===== src/rtl/mem_stage_pkg.sv =====
// Shared types and defaults for the MEM pipeline stage: FSM state encoding,
// default widths and the instruction-word value used for MEM/WB bubbles.
package mem_stage_pkg;

  localparam int DEF_DATA_W  = 32;
  localparam int DEF_RADDR_W = 5;

  typedef enum logic {
    ST_IDLE = 1'b0,
    ST_BUSY = 1'b1
  } state_t;

  // A zero instruction word marks a bubble in the writeback trace.
  localparam logic [31:0] ISE_BUBBLE = 32'h0000_0000;

endpackage


===== src/rtl/mem_access_stage_if.sv =====
// Data-memory request/ready bus. The pipeline stage is the master; the
// memory (or a bench model) is the slave.
interface mem_access_stage_if #(
  parameter int DATA_W = 32
) ();

  logic              req;
  logic              we;
  logic [DATA_W-1:0] addr;
  logic [DATA_W-1:0] wdata;
  logic              ready;
  logic [DATA_W-1:0] rdata;

  modport master (output req, we, addr, wdata, input ready, rdata);
  modport slave  (input req, we, addr, wdata, output ready, rdata);

endinterface


===== src/rtl/mem_access_stage_wait_timer.sv =====
// Saturating counter of unacknowledged BUSY cycles; at_max flags the
// cycle in which an outstanding access must be aborted.
module mem_wait_timer #(
  parameter int MAX_WAIT = 15
) (
  input  logic clk,
  input  logic rst,
  input  logic clear,
  input  logic en,
  output logic at_max
);

  localparam int CNT_W = $clog2(MAX_WAIT + 1);

  logic [CNT_W-1:0] wait_cnt;

  assign at_max = (wait_cnt == CNT_W'(MAX_WAIT));

  // NOTE: sequential state uses non-blocking assignments so every register
  // samples the pre-edge value of its neighbours.
  always_ff @(posedge clk) begin
    if (rst || clear) begin
      wait_cnt <= '0;
    end else if (en && !at_max) begin
      wait_cnt <= wait_cnt + 1'b1;
    end
  end

endmodule


===== src/rtl/mem_access_stage.sv =====
// MEM pipeline stage: issues the EX/MEM load/store on the dmem bus, stalls
// upstream while it is outstanding and loads MEM/WB. Option: MISALIGN_CHECK_EN.
module mem_access_stage
  import mem_stage_pkg::*;
#(
  parameter int DATA_W   = DEF_DATA_W,
  parameter int RADDR_W  = DEF_RADDR_W,
  parameter int MAX_WAIT = 15
) (
  input  logic               clk,
  input  logic               rst,
  input  logic               Reg_w_in,
  input  logic               Mem_to_reg_in,
  input  logic               Mem_w_in,
  input  logic [DATA_W-1:0]  ALU_Result_in,
  input  logic [DATA_W-1:0]  RtData_in,
  input  logic [RADDR_W-1:0] RdAddr_in,
  input  logic [31:0]        ISE_in,
  mem_access_stage_if.master dmem,
  output logic               stall_out,
  output logic               Reg_w_out,
  output logic               Mem_to_reg_out,
  output logic [DATA_W-1:0]  ALU_Result_out,
  output logic [RADDR_W-1:0] RdAddr_out,
  output logic [31:0]        ISE_out,
  output logic [DATA_W-1:0]  Mem_data_out,
  output logic               err_out
);

  state_t state;
  logic   mem_op, is_load, misalign, busy, at_max, abort, issue;

  assign mem_op  = Mem_w_in | Mem_to_reg_in;
  assign is_load = Mem_to_reg_in & ~Mem_w_in;
  assign busy    = (state == ST_BUSY);

`ifdef MISALIGN_CHECK_EN
  assign misalign = mem_op & (ALU_Result_in[1:0] != 2'b00);
`else
  assign misalign = 1'b0;
`endif

  mem_wait_timer #(.MAX_WAIT(MAX_WAIT)) u_wait_timer (
    .clk    (clk),
    .rst    (rst),
    .clear  (~busy),
    .en     (busy & ~dmem.ready),
    .at_max (at_max)
  );

  // Ready arriving in the timeout cycle still counts as a completion.
  assign abort = busy & at_max & ~dmem.ready;
  assign issue = busy | (mem_op & ~misalign);

  assign dmem.req   = issue & ~rst;
  assign dmem.we    = dmem.req & Mem_w_in;
  assign dmem.addr  = ALU_Result_in;
  assign dmem.wdata = RtData_in;

  assign stall_out = issue & ~dmem.ready & ~abort & ~rst;

  always_ff @(posedge clk) begin
    if (rst) begin
      state          <= ST_IDLE;
      Reg_w_out      <= 1'b0;
      Mem_to_reg_out <= 1'b0;
      ALU_Result_out <= '0;
      RdAddr_out     <= '0;
      ISE_out        <= ISE_BUBBLE;
      Mem_data_out   <= '0;
      err_out        <= 1'b0;
    end else begin
      case (state)
        ST_IDLE: if (issue && !dmem.ready) state <= ST_BUSY;
        ST_BUSY: if (dmem.ready || abort)  state <= ST_IDLE;
        default: state <= ST_IDLE;
      endcase

      // A stalled cycle must not reach writeback twice, so MEM/WB gets a bubble.
      if (stall_out) begin
        Reg_w_out      <= 1'b0;
        Mem_to_reg_out <= 1'b0;
        ALU_Result_out <= '0;
        RdAddr_out     <= '0;
        ISE_out        <= ISE_BUBBLE;
        Mem_data_out   <= '0;
      end else begin
        Reg_w_out      <= Reg_w_in & ~abort & ~misalign;
        Mem_to_reg_out <= is_load;
        ALU_Result_out <= ALU_Result_in;
        RdAddr_out     <= RdAddr_in;
        ISE_out        <= ISE_in;
        Mem_data_out   <= (is_load && issue && dmem.ready) ? dmem.rdata : '0;
      end

      if (abort || misalign) err_out <= 1'b1;
    end
  end

endmodule

===== src/flat_wrapper.sv =====
// flat-port wrapper written by rule: the top's interface ports become plain ports
module mem_access_stage_flat import mem_stage_pkg::*;
#(
  parameter int DATA_W   = DEF_DATA_W,
  parameter int RADDR_W  = DEF_RADDR_W,
  parameter int MAX_WAIT = 15
)
  (clk, rst, Reg_w_in, Mem_to_reg_in, Mem_w_in, ALU_Result_in, RtData_in, RdAddr_in, ISE_in, stall_out, Reg_w_out, Mem_to_reg_out, ALU_Result_out, RdAddr_out, ISE_out, Mem_data_out, err_out, dmem_req, dmem_we, dmem_addr, dmem_wdata, dmem_ready, dmem_rdata);
  mem_access_stage_if #(.DATA_W(DATA_W)) dmem_i ();
  input  logic clk;
  input  logic rst;
  input  logic Reg_w_in;
  input  logic Mem_to_reg_in;
  input  logic Mem_w_in;
  input  logic [DATA_W-1:0] ALU_Result_in;
  input  logic [DATA_W-1:0] RtData_in;
  input  logic [RADDR_W-1:0] RdAddr_in;
  input  logic [31:0] ISE_in;
  output logic stall_out;
  output logic Reg_w_out;
  output logic Mem_to_reg_out;
  output logic [DATA_W-1:0] ALU_Result_out;
  output logic [RADDR_W-1:0] RdAddr_out;
  output logic [31:0] ISE_out;
  output logic [DATA_W-1:0] Mem_data_out;
  output logic err_out;
  output wire logic [$bits(dmem_i.req)-1:0] dmem_req;
  output wire logic [$bits(dmem_i.we)-1:0] dmem_we;
  output wire logic [$bits(dmem_i.addr)-1:0] dmem_addr;
  output wire logic [$bits(dmem_i.wdata)-1:0] dmem_wdata;
  input wire logic [$bits(dmem_i.ready)-1:0] dmem_ready;
  input wire logic [$bits(dmem_i.rdata)-1:0] dmem_rdata;
  assign dmem_req = dmem_i.req;
  assign dmem_we = dmem_i.we;
  assign dmem_addr = dmem_i.addr;
  assign dmem_wdata = dmem_i.wdata;
  assign dmem_i.ready = dmem_ready;
  assign dmem_i.rdata = dmem_rdata;
  mem_access_stage #(.DATA_W(DATA_W), .RADDR_W(RADDR_W), .MAX_WAIT(MAX_WAIT)) u_core (.clk(clk), .rst(rst), .Reg_w_in(Reg_w_in), .Mem_to_reg_in(Mem_to_reg_in), .Mem_w_in(Mem_w_in), .ALU_Result_in(ALU_Result_in), .RtData_in(RtData_in), .RdAddr_in(RdAddr_in), .ISE_in(ISE_in), .dmem(dmem_i), .stall_out(stall_out), .Reg_w_out(Reg_w_out), .Mem_to_reg_out(Mem_to_reg_out), .ALU_Result_out(ALU_Result_out), .RdAddr_out(RdAddr_out), .ISE_out(ISE_out), .Mem_data_out(Mem_data_out), .err_out(err_out));
endmodule

===== config.mk =====
export PLATFORM = sky130hd
export DESIGN_NAME = mem_access_stage_flat
export DESIGN_NICKNAME = d
export VERILOG_FILES = /design/src/rtl/mem_stage_pkg.sv /design/src/rtl/mem_access_stage_if.sv /design/src/rtl/mem_access_stage_wait_timer.sv /design/src/rtl/mem_access_stage.sv /design/src/flat_wrapper.sv
export SDC_FILE = /design/constraint.sdc
export NUM_CORES = 1
export LEC_CHECK = 0
export ABC_CLOCK_PERIOD_IN_PS = 1500
export BUFFER_PORTS_ARGS = -buffer_cell sky130_fd_sc_hd__clkbuf_2
export CORE_AREA = 5 5 116 118
export DETAILED_ROUTE_END_ITERATION = 7
export DIE_AREA = 0 0 121 123
export HOLD_SLACK_MARGIN = 0.05
export PLACE_DENSITY = 0.69
export SYNTH_ARGS = -nofsm -noshare
export SYNTH_HDL_FRONTEND = slang
export SYNTH_SLANG_ARGS = --single-unit

===== constraint.sdc =====
create_clock -name clk -period 1.5 [get_ports clk]
set_input_delay 0.3 -clock clk [delete_from_list [all_inputs] [get_ports clk]]
set_output_delay 0.3 -clock clk [all_outputs]
set_load 0.01 [all_outputs]

==> impl_metrics.json <==
{
  "rows": 41,
  "synth_top_area_share_pct": 58.2,
  "status": "finished, violations left",
  "cp-end-kind": "output port",
  "drtPass1Iterations": 3,
  "syn2layout_area_growth_pct": 42.4,
  "io_pins": 310,
  "start_util_pct": 30.3,
  "yosysWarnings": 0,
  "antenna_cells": 0,
  "coreArea_mm2": 0.0124,
  "syn_avg_cell_area_um2": 11.6,
  "clock.fmax_mhz": 592,
  "critPathMaxFanout": 2,
  "drive_gt1_share_pct": 58.3,
  "drt-vias-per-instance": 4.18,
  "grt_first_pass_wirelength_um": 14200,
  "hold_path.class": "input pin to flop",
  "maxCapViolations": 0,
  "irDropWorstVdd_mv": 0.513,
  "synthXorXnorAreaFrac_pct": 0,
  "die_area_mm2": 0.0149,
  "clk_latency_ns": 0.34,
  "grt_remaining_overflow": 0,
  "netlist_area_mm2": 0.00375,
  "cpPeakStageDelay_ns": 0.34,
  "synth_compound_area_share_pct": 2.00,
  "grt_pass1_vias": 2898,
  "critPathRequiredTime_ns": 1.20,
  "leakagePower_nw": 2.56,
  "drt_iter0_markers": 67,
  "violations": "setup timing",
  "antenna_found_initial": 0,
  "synth_area_leader_cell": "dfxtp_1",
  "worstMarginPinSlew_ns": 0.324,
  "cts_max_level": 3,
  "synthTopCellsByArea": "dfxtp_1 (58%), nor3b_1 (14%), buf_4 (13%)",
  "dr_total_vias": 2929,
  "clock_skew_ns": 0.00548,
  "cts_buffers": 9,
  "cp_slowest_cell": "dfxtp_2",
  "cp_top_family": "simple AND/OR/NAND/NOR gates",
  "fin_nets": 663,
  "netlist_instances": 324,
  "grt_max_degree": 70,
  "finalCriticalPeriod_ns": 1.69,
  "cts.sinks": 109,
  "maxSlewHeadroom_pct": 78.3,
  "fillers": 1170,
  "hold_violations": 0,
  "dp_slack_ns": -0.00386,
  "grt_setup_unrepaired": "yes",
  "die_x_um": 121,
  "worst-path-buf-inv": 1,
  "ys_seq_area_share_pct": 58.2,
  "critPathArrivalTime_ns": 1.39,
  "final_core_util_pct": 43.1,
  "fin_crit_sh_pct": 113,
  "cts_tree": "yes",
  "worstSetupStartpointType": "flop",
  "ys_seq_elements": 109,
  "place.gp.congestion": 0.753,
  "synth-adder-area-share_pct": 0.334,
  "synthMuxAreaShare_pct": 0,
  "fin_ws_ns": -0.188,
  "syn-num-nets": 464,
  "finalSetupViolCount": 20,
  "root_buffer": "clkbuf_16",
  "slew_violations": 0,
  "totalPowerFinal_mw": 6.15,
  "grt_usage_pct": 12.3,
  "clk_pin_slew_ns": 0.07,
  "dpl.hpwl_um": 7670,
  "synthDistinctLibCells": 28,
  "path_cells": "ha_4 > nor2b_1 > and2_4 > nor4_2 > buf_2",
  "clockBufferDepth": 2,
  "routed_wl_um": 10800,
  "critPathKind": "flop to output port",
  "synth-simple-area-share_pct": 23.3,
  "synth_top_family_by_area": "simple AND/OR/NAND/NOR gates",
  "drtAntennaViolNets": 0,
  "routedWlPerCell_um": 15.4,
  "dieHeight_um": 123,
  "drc": 0,
  "port_buffers": 245,
  "powerDensity_mw_per_mm2": 1150
}
==> path summary, 6_finish.rpt <==
path,from,end,slack [ns],depth (start not counted)
setup / recovery,u_core.u_wait_timer.wait_cnt[0],stall_out,-0.19,5
hold / removal,dmem_rdata[26],u_core.Mem_data_out[26],0.15,2
setup reg to reg,u_core.u_wait_timer.wait_cnt[0],u_core.ALU_Result_out[7],-0.02,6
hold reg to reg,u_core.err_out,u_core.err_out,0.49,1
==> layout make-up <==
type                    instances  area, um^2  share of cell area [%]
clock buffers                  11         253                    4.74
clock inverters                 5        58.8                    1.10
multi-input cells             132        1020                    19.1
flip-flops and latches        109        2190                    41.0
well taps                     172         215                    4.04
repair buffers                271        1600                    29.9
==> report_power, final <==
group	internal, mW	total [mW]	leakage (nW)	switching [mW]
combinational	0.370	0.707	1.52	0.337
sequential	3.00	3.03	0.894	0.0313
clock	1.38	2.41	0.148	1.02
total	4.76	6.15	2.56	1.39
==> synthesized netlist by cell type <==
| master | instances |
|---|---|
| nand2b_4 | 1 |
| or2b_1 | 1 |
| o31ai_1 | 1 |
| nor4_1 | 2 |
| buf_6 | 7 |
| a211oi_4 | 1 |
| clkbuf_1 | 12 |
| a211oi_1 | 1 |
| and2_1 | 33 |
| or3_1 | 1 |
| o21ba_2 | 1 |
| and4bb_2 | 1 |
| ha_1 | 1 |
| nor3b_1 | 69 |
| and3_4 | 1 |
| nor2_1 | 2 |
| or4_1 | 1 |
| nor3_1 | 1 |
| nor4b_2 | 1 |
| o21ai_0 | 3 |
| a21oi_1 | 3 |
| and3_1 | 1 |
| buf_4 | 64 |
| nand3_1 | 1 |
| dfxtp_1 | 109 |
| nor3_2 | 1 |
| nor2b_1 | 3 |
| or3b_2 | 1 |
==> per-layer routing <==
| layer | track usage, % | wire length [um] | vias to the layer above |
|---|---|---|---|
| met5 | 0 | 0 | - |
| met4 | 5.74 | 140 | 0 |
| met3 | 5.63 | 1310 | 10 |
| met2 | 21.6 | 5510 | 188 |
| met1 | 12.4 | 3840 | 1323 |
| li1 | - | - | 1408 |
==> registers in the layout (all words and copies together), names as in the netlist <==
name / count
u_core.ALU_Result_out: 32
u_core.ISE_out: 32
u_core.Mem_data_out: 32
u_core.RdAddr_out: 5
u_core.u_wait_timer.wait_cnt: 4
u_core.Mem_to_reg_out: 1
u_core.Reg_w_out: 1
u_core.busy: 1
u_core.err_out: 1
==> stage by stage <==
step	hold slack (ns)	area, um^2	setup TNS, ns	cells
finish	0.153	5330	-0.427	700
global route	0.141	5330	-4.05	700
global placement	0.468	4690	0	666
floorplan	0.374	3750	0	324
CTS	0.132	5040	-0.236	685
detailed placement	0.482	4690	-0.00386	666
==> what timing repair did <==
item / in CTS / in global routing
buffers inserted: 3 / 5
setup endpoints to repair: 3 / 73
pin swaps: 3 / 3
hold buffers: 0 / 0
cloned: 0 / 10
gates resized for setup: 7 / 21
==> kinds of logic (layout without fill, tap and decap cells) <==
| kind of cell | after synthesis | in the layout |
|---|---|---|
| AOI/OAI and AO/OA | 10 | 10 |
| adders and majority gates | 1 | 1 |
| buffers and inverters | 83 | 287 |
| DFF | 109 | 109 |
| and+or+nand+nor | 121 | 121 |
==> cells in the final DEF, fill, tap and decap left out, drive strengths merged <==
cell type | netlist | layout
clkinv | 0 | 2
o21ba | 1 | 1
a211oi | 2 | 2
dfxtp | 109 | 109
nand3 | 1 | 1
or3b | 1 | 1
or2b | 1 | 1
clkinvlp | 0 | 2
ha | 1 | 1
clkbuf | 12 | 260
nor3 | 2 | 2
nand2b | 1 | 1
buf | 71 | 22
o21ai | 3 | 3
nor4b | 1 | 1
nor3b | 69 | 69
o31ai | 1 | 1
a21oi | 3 | 3
and4bb | 1 | 1
or3 | 1 | 1
nor2 | 2 | 2
nor2b | 3 | 3
nor4 | 2 | 2
and2 | 33 | 33
bufinv | 0 | 1
or4 | 1 | 1
and3 | 2 | 2
No activity file was read; power rests on OpenSTA's default activity.
